## config.mk

```make
export PLATFORM = sky130hd
export DESIGN_NAME = aes_spi_host
export DESIGN_NICKNAME = d
export VERILOG_FILES = /design/src/rtl/aes_spi_host.sv
export SDC_FILE = /design/constraint.sdc
export NUM_CORES = 1
export LEC_CHECK = 0
export ABC_AREA = 1
export BUFFER_PORTS_ARGS = -buffer_cell sky130_fd_sc_hd__buf_2
export CAP_MARGIN = 5
export CELL_PAD_IN_SITES_DETAIL_PLACEMENT = 1
export CELL_PAD_IN_SITES_GLOBAL_PLACEMENT = 2
export CORE_MARGIN = 4
export CORE_UTILIZATION = 30
export CTS_BUF_LIST = sky130_fd_sc_hd__clkbuf_16
export CTS_CLUSTER_DIAMETER = 30
export DETAILED_ROUTE_END_ITERATION = 12
export PLACE_DENSITY_LB_ADDON = 0.1
export SLEW_MARGIN = 10
export SYNTH_ARGS = -nofsm -noshare
export SYNTH_HDL_FRONTEND = slang
export SYNTH_SLANG_ARGS = --single-unit
```

## constraint.sdc

```tcl
create_clock -name clk -period 3.8 [get_ports clk]
set_input_delay 0.38 -clock clk [delete_from_list [all_inputs] [get_ports clk]]
set_output_delay 0.38 -clock clk [all_outputs]
set_load 0.03 [all_outputs]
```

## src/rtl/aes_spi_host.sv

```systemverilog
// SPI host that runs a three-frame decrypt transaction with an AES subordinate:
// key frame, ciphertext frame, then a readback frame that captures the plaintext.
module aes_spi_host #(
  parameter int unsigned CLK_DIV = 4,
  parameter int unsigned GAP     = 8
) (
  input  logic         clk,
  input  logic         rst,
  input  logic         start,
  input  logic [1:0]   key_size,
  input  logic [255:0] key,
  input  logic [127:0] msg,
  output logic         cs,
  output logic         sclk,
  output logic         sdo,
  input  logic         sdi,
  output logic [127:0] result,
  output logic         busy,
  output logic         done,
  output logic         err
);

  typedef enum logic [2:0] {StIdle, StCsSetup, StShift, StCsHold, StGap, StFinish} state_e;

  localparam logic [15:0] DivLast = 16'(CLK_DIV - 1);
  localparam logic [15:0] GapLast = 16'(GAP - 1);

  state_e         state_q, state_d;
  logic [15:0]    cnt_q, cnt_d;
  logic [8:0]     bit_cnt_q, bit_cnt_d;
  logic [1:0]     frame_q, frame_d;
  logic           sclk_q, sclk_d;
  logic [257:0]   tx_q, tx_d;
  logic [127:0]   msg_q, msg_d;
  logic [127:0]   rx_q, rx_d;
  logic [127:0]   result_q, result_d;
  logic           err_q, err_d;
  logic [8:0]     frame_bits;

  assign frame_bits = (frame_q == 2'd0) ? 9'd258 : 9'd128;

  always_ff @(posedge clk) begin
    if (rst) begin
      state_q   <= StIdle;
      cnt_q     <= '0;
      bit_cnt_q <= '0;
      frame_q   <= '0;
      sclk_q    <= 1'b0;
      tx_q      <= '0;
      msg_q     <= '0;
      rx_q      <= '0;
      result_q  <= '0;
      err_q     <= 1'b0;
    end else begin
      state_q   <= state_d;
      cnt_q     <= cnt_d;
      bit_cnt_q <= bit_cnt_d;
      frame_q   <= frame_d;
      sclk_q    <= sclk_d;
      tx_q      <= tx_d;
      msg_q     <= msg_d;
      rx_q      <= rx_d;
      result_q  <= result_d;
      err_q     <= err_d;
    end
  end

  always_comb begin
    state_d   = state_q;
    cnt_d     = cnt_q + 16'd1;
    bit_cnt_d = bit_cnt_q;
    frame_d   = frame_q;
    sclk_d    = sclk_q;
    tx_d      = tx_q;
    msg_d     = msg_q;
    rx_d      = rx_q;
    result_d  = result_q;
    err_d     = err_q;

    unique case (state_q)
      StIdle: begin
        cnt_d = '0;
        if (start) begin
          err_d = (key_size == 2'b11);
          if (key_size == 2'b11) begin
            state_d = StFinish;
          end else begin
            tx_d      = {key_size, key};
            msg_d     = msg;
            frame_d   = 2'd0;
            bit_cnt_d = '0;
            state_d   = StCsSetup;
          end
        end
      end
      StCsSetup: begin
        if (cnt_q == DivLast) begin
          cnt_d   = '0;
          state_d = StShift;
        end
      end
      StShift: begin
        if (cnt_q == DivLast) begin
          cnt_d = '0;
          if (!sclk_q) begin
            sclk_d    = 1'b1;
            bit_cnt_d = bit_cnt_q + 9'd1;
            if (frame_q == 2'd2) rx_d = {rx_q[126:0], sdi};
          end else begin
            sclk_d = 1'b0;
            tx_d   = {tx_q[256:0], 1'b0};
            if (bit_cnt_q == frame_bits) begin
              state_d = StCsHold;
              if (frame_q == 2'd2) result_d = rx_q;
            end
          end
        end
      end
      StCsHold: begin
        if (cnt_q == DivLast) begin
          cnt_d   = '0;
          state_d = StGap;
        end
      end
      StGap: begin
        if (cnt_q == GapLast) begin
          cnt_d     = '0;
          bit_cnt_d = '0;
          if (frame_q == 2'd2) begin
            state_d = StFinish;
          end else begin
            // Readback frame shifts out zeros, so only the ciphertext needs loading.
            tx_d    = (frame_q == 2'd0) ? {msg_q, 130'd0} : '0;
            frame_d = frame_q + 2'd1;
            state_d = StCsSetup;
          end
        end
      end
      StFinish: begin
        cnt_d   = '0;
        state_d = StIdle;
      end
      default: begin
        cnt_d   = '0;
        state_d = StIdle;
      end
    endcase
  end

  assign cs     = !(state_q inside {StCsSetup, StShift, StCsHold});
  assign sclk   = sclk_q;
  assign sdo    = cs ? 1'b0 : tx_q[257];
  assign result = result_q;
  assign busy   = state_q inside {StCsSetup, StShift, StCsHold, StGap};
  assign done   = (state_q == StFinish);
  assign err    = err_q;

endmodule
```

==> results.cfg, run 1 <==
[status]
status = finished clean

[critical_path]
cp_top_family = simple AND/OR/NAND/NOR gates
critPathRequiredTime_ns = 4.47
cp_max_fo = 73
worstPathArrival_ns = 3.64
cp_num_buf_inv = 3
path_cells = nor2_1 -> nand2_1 -> inv_8 -> nand2_1 -> nand3_4 -> nor2_4 -> buf_12 -> buf_4 -> o21ai_0 -> nor2_1
worst_path_max_delay_cell = dfxtp_1
crit_path_start_kind = register
criticalPathCategory = reg2reg
worstSetupEndpointType = register
slowest_delay_ns = 0.47

[sta]
setup_ws_ns = 0.829
drv_slew = 0
worstMarginPinSlew_ns = 0.965
timing.fmax_mhz = 337
fin_setup_tns_ns = 0
hold_violations = 0
rsz0062_at_grt = false
setup_viol = 0
finalCriticalPeriod_ns = 2.97
fin_worst_skew_ns = 0.0283
fin_crit_sh_pct = 78.2
slew-limit-headroom_pct = 35.7

[cts]
tritoncts = built
cts_inserted_buffers = 190
root_buffer = clkbuf_16
postCtsSetupBuffers = 0
ctsLongestPathBuffers = 3
clk_pin_slew_ns = 0.04
htreeDepth = 4
clock-sinks = 674
clock_latency_ns = 0.74

[routing]
firstDrtPassIters = 5
vias = 29400
drt_iter0_markers = 1635
avgRoutedWirePerCell_um = 17.4
wl_mm = 108
drc = 0
antenna_left = 0
routed_via_density = 4.74

[synthesis]
yosysTopAreaCell = dfxtp_1
synthDistinctLibCells = 29
seq_area_frac_synth_pct = 48.3
synth_top_area_share_pct = 48.3
ys_ff_latch = 674
synth_area_um2 = 28000
synth_cells = 3943
synthTopCellsByArea = dfxtp_1 48%, nor2_1 16%, o21ai_0 10%
synth.avg_cell_area_um2 = 7.09
synth_fp_nets = 4337
ys_warn_count = 0

[pwr]
ir_worst_vdd_mv = 0.681
leakage_uw = 0.0188
power_density_nw_per_um2 = 899

[flow_run]
maxCapViolCount = 0

[final_layout]
final_common_cell = nor2_1
most-common-layout-cells = 1211 x nor2_1, 674 x dfxtp_1, 589 x nand2_1
drive_gt1_share_pct = 17.0
synthToLayoutAreaGrowth_pct = 47.6
nFillCells = 11300
fin_nets = 5157

[placement]
io_buffers = 523
dp.final_hpwl_mm = 62.0
place.gp.congestion = 0.740
place_ws_ns = 0.812

[floorplan]
die_area_um2 = 98200
core_um2 = 92100
num_rows = 111
io_pins = 524
die_h_um = 313
die_x_um = 313
start_util_pct = 30.4

[worst_hold_path]
hold_class = in2reg

[global_routing]
antenna_found_initial = 42
grt_pass1_wl_mm = 171
grt_util_all_layers_pct = 21.4
grt_pass1_vias = 30900
grt-ovfl-total = 0
grt_max_degree = 205
-- cell type report --
type	instances	area, um^2	area share (%)
clock inverter	160	1280	3.10
sequential	674	13500	32.7
antenna	28	70.1	0.170
tap	1243	1560	3.77
inverter	41	181	0.440
clock buffer	190	4750	11.5
multi-input combinational	2915	13000	31.5
timing repair buffer	941	6950	16.8
-- stage by stage --
step	std cells	hold slack [ns]	util, %	power, uW	cell area (um^2)
finish	6192	0.0478	44.8	37100	41300
global route	6183	0.0318	44.8	39900	41200
CTS	6164	0.00291	44.7	37600	41200
detailed placement	5433	0.444	34.0	22200	31300
global placement	5433	0.431	34.0	22100	31300
floorplan	3943	0.418	-	19100	28000
-- flip-flops by register name (all words and copies together), names as in the netlist, 2 cells and up --
signal / count
tx_q: 258
msg_q: 128
result: 128
rx_q: 128
cnt_q: 16
bit_cnt_q: 9
state_q: 3
frame_q: 2
-- tightest hold or removal path, stage by stage --
cell and delay, ns:
buf_2 0.10, a21oi_1 0.08, nand2_1 0.06, nand2_1 0.05, nor2_1 0.08
-- where the power goes --
group | switching (uW) | internal [uW] | leakage [uW]
Combinational | 8340 | 4050 | 0.0101
Sequential | 955 | 9040 | 0.00551
Clock | 4700 | 10000 | 0.00312
-- timing repair --
item	4_1_cts	5_1_grt
hold buffers	381	0
resized for setup	0	0
setup endpoints to repair	0	0
hold endpoints to repair	381	0
-- cells by family after synthesis --
kind of cell / Yosys count / share of synthesized area (%)
and+or+nand+nor: 1971 / 27.3
buffers and inverters: 354 / 5.52
xor gates and xnor gates: 9 / 0.282
AOI/OAI and AO/OA: 931 / 18.4
adders and majority gates: 4 / 0.179
DFF: 674 / 48.3
-- cells in the mapped netlist --
| library cell | instances |
|---|---|
| a211oi_1 | 2 |
| a21oi_1 | 143 |
| a22o_1 | 128 |
| a31o_2 | 2 |
| and3_1 | 1 |
| buf_1 | 19 |
| buf_2 | 87 |
| buf_4 | 24 |
| buf_6 | 2 |
| clkbuf_1 | 180 |
| clkbuf_2 | 1 |
| dfxtp_1 | 674 |
| ha_1 | 4 |
| inv_1 | 33 |
| inv_2 | 8 |
| nand2_1 | 592 |
| nand2_2 | 1 |
| nand3_1 | 15 |
| nand3_2 | 1 |
| nand4_1 | 3 |
| nor2_1 | 1212 |
| nor2_2 | 3 |
| nor2_4 | 1 |
| nor3_1 | 135 |
| nor3b_1 | 7 |
| o21ai_0 | 560 |
| o21ai_1 | 96 |
| xnor2_1 | 3 |
| xor2_1 | 6 |
-- path summary, 6_finish.rpt --
| check | from | end | slack, ns | cells past startpoint |
|---|---|---|---|---|
| worst max-delay path | state_q[2]$_SDFFE_PP0P_ | tx_q[38]$_SDFFE_PP0P_ | 0.83 | 10 |
| worst max register to register | state_q[2]$_SDFFE_PP0P_ | tx_q[38]$_SDFFE_PP0P_ | 0.83 | 10 |
| worst min-delay path | key[146] | tx_q[146]$_SDFFE_PP0P_ | 0.05 | 5 |
| worst min register to register | cnt_q[0]$_SDFF_PP0_ | cnt_q[0]$_SDFF_PP0_ | 0.44 | 1 |
-- per-layer routing --
layer | vias to the layer above | track usage (%) | wire length [um]
met5 | - | 0 | 138
met4 | 22 | 9.27 | 3440
met3 | 218 | 4.92 | 5010
met2 | 633 | 35.2 | 50100
met1 | 13800 | 26.9 | 49000
li1 | 14700 | - | -
Power figures use the tool's default switching activity.
==> inputs of run 2 (changes only) <==
Clock period 3.8 ns to 3.1 ns, I/O delays scaled along.
==> results.cfg, run 2 (synthesis gave the netlist of run 1 again) <==
[routing]
drc = 0
firstDrtPassIters = 5
wl_mm = 107
avgRoutedWirePerCell_um = 17.3
routed_via_density = 4.71
antenna_left = 0
vias = 29200
drt_iter0_markers = 1508

[critical_path]
path_cells = nor2_1 -> nand2_1 -> nor2_1 -> nor2_1 -> nand3_4 -> nor2_4 -> buf_4 -> nand2_1 -> nand2_1 -> nor2_1
crit_path_start_kind = register
slowest_delay_ns = 0.49
critPathRequiredTime_ns = 3.71
crit_path_frequent_cell = nor2_1
reg2reg_depth = 10
worstSetupEndpointType = register
worstPathArrival_ns = 3.14
worst_path_max_delay_cell = buf_4
cp_max_fo = 48
criticalPathCategory = reg2reg

[floorplan]
io_pins = 524
die_area_um2 = 98200
die_x_um = 313
num_rows = 111
die_h_um = 313
start_util_pct = 30.4
core_um2 = 92100

[global_routing]
grt-ovfl-total = 0
grt_max_degree = 142
grt_pass1_vias = 30800
grt_util_all_layers_pct = 21.2
antenna_found_initial = 24
grt_pass1_wl_mm = 170

[final_layout]
most-common-layout-cells = 1211 x nor2_1, 674 x dfxtp_1, 589 x nand2_1
final_common_cell = nor2_1
nFillCells = 11300
post-route-util_pct = 45.2
largest_reg_flops = 258
fin_nets = 5174
top_register = tx_q
drive_gt1_share_pct = 17.2
synthToLayoutAreaGrowth_pct = 48.8

[sta]
fin_hold_ws_ns = 0.334
hold_violations = 0
fin_worst_skew_ns = 0.0338
timing.fmax_mhz = 395
finalCriticalPeriod_ns = 2.53
slew-limit-headroom_pct = 44.3
drv_slew = 0
setup_viol = 0
worstMarginPinSlew_ns = 0.835
fin_crit_sh_pct = 81.6
rsz0062_at_grt = false
fin_setup_tns_ns = 0

[cts]
cts_inserted_buffers = 186
clk_pin_slew_ns = 0.04
postCtsSetupBuffers = 0
htreeDepth = 4
clock-sinks = 674
ctsLongestPathBuffers = 3
clock_latency_ns = 0.75
tritoncts = built
root_buffer = clkbuf_16

[status]
status = finished clean

[placement]
io_buffers = 523
dp.final_hpwl_mm = 62.8
place.gp.congestion = 0.750

[pwr]
p_total_uw = 46200
leakage_uw = 0.0189
power_density_nw_per_um2 = 1110
ir_worst_vdd_mv = 1.35

[worst_hold_path]
whs_path_depth = 4
hold_class = in2reg

[flow_run]
maxCapViolCount = 0
## run 2: final cells by class
| class | instances | area [um^2] | area share [%] |
|---|---|---|---|
| clock inverters | 160 | 1450 | 3.49 |
| clock buffers | 187 | 4680 | 11.2 |
| multi-input cells | 2915 | 13000 | 31.2 |
| well taps | 1243 | 1560 | 3.74 |
| diodes | 16 | 40.0 | 0.0962 |
| repair buffers | 962 | 7230 | 17.4 |
| inverters | 41 | 181 | 0.436 |
| flip-flops and latches | 674 | 13500 | 32.4 |
## run 2: critical path: cells and delay by family, from the launching register on
| kind | cells | cell delay (ns) |
|---|---|---|
| simple gates | 9 | 1.43 |
| buf+inv | 1 | 0.49 |
| flops | 1 | 0.47 |
## run 2: routing by layer
layer | up-vias | GRT usage, % | routed length [um]
li1 | 14700 | - | -
met1 | 13700 | 27.1 | 49500
met5 | - | 0 | 97
met4 | 16 | 7.46 | 2880
met2 | 626 | 35.2 | 49500
met3 | 215 | 4.95 | 5150
## run 2: what timing repair did
| item | 4_1_cts | 5_1_grt |
|---|---|---|
| setup endpoints to repair | 0 | 0 |
| endpoints found under the hold margin | 399 | 0 |
| gates resized for setup | 0 | 0 |
| hold buffers | 390 | 0 |
## run 2: worst paths after layout
| kind | from | endpoint | slack [ns] |
|---|---|---|---|
| worst max-delay path | state_q[2]$_SDFFE_PP0P_ | tx_q[236]$_SDFFE_PP0P_ | 0.57 |
| worst min-delay path | msg[8] | msg_q[8]$_SDFFE_PP0P_ | 0.33 |
| worst max register to register | state_q[2]$_SDFFE_PP0P_ | tx_q[236]$_SDFFE_PP0P_ | 0.57 |
| worst min register to register | cnt_q[0]$_SDFF_PP0_ | cnt_q[0]$_SDFF_PP0_ | 0.45 |
## run 2: report_power, final
group,switching (uW),leakage (uW),internal (uW)
registers,1160,0.00551,11100
clock network,5790,0.00316,12600
logic,10300,0.0103,5250
## run 2: through the flow
step	cell area, um^2	setup WS, ns	instances
2_1_floorplan	28000	1.26	3943
3_3_place_gp	31500	0.626	5445
3_5_place_dp	31500	0.564	5445
4_1_cts	41600	0.541	6182
5_1_grt	41600	0.276	6194
6_report	41600	0.570	6198
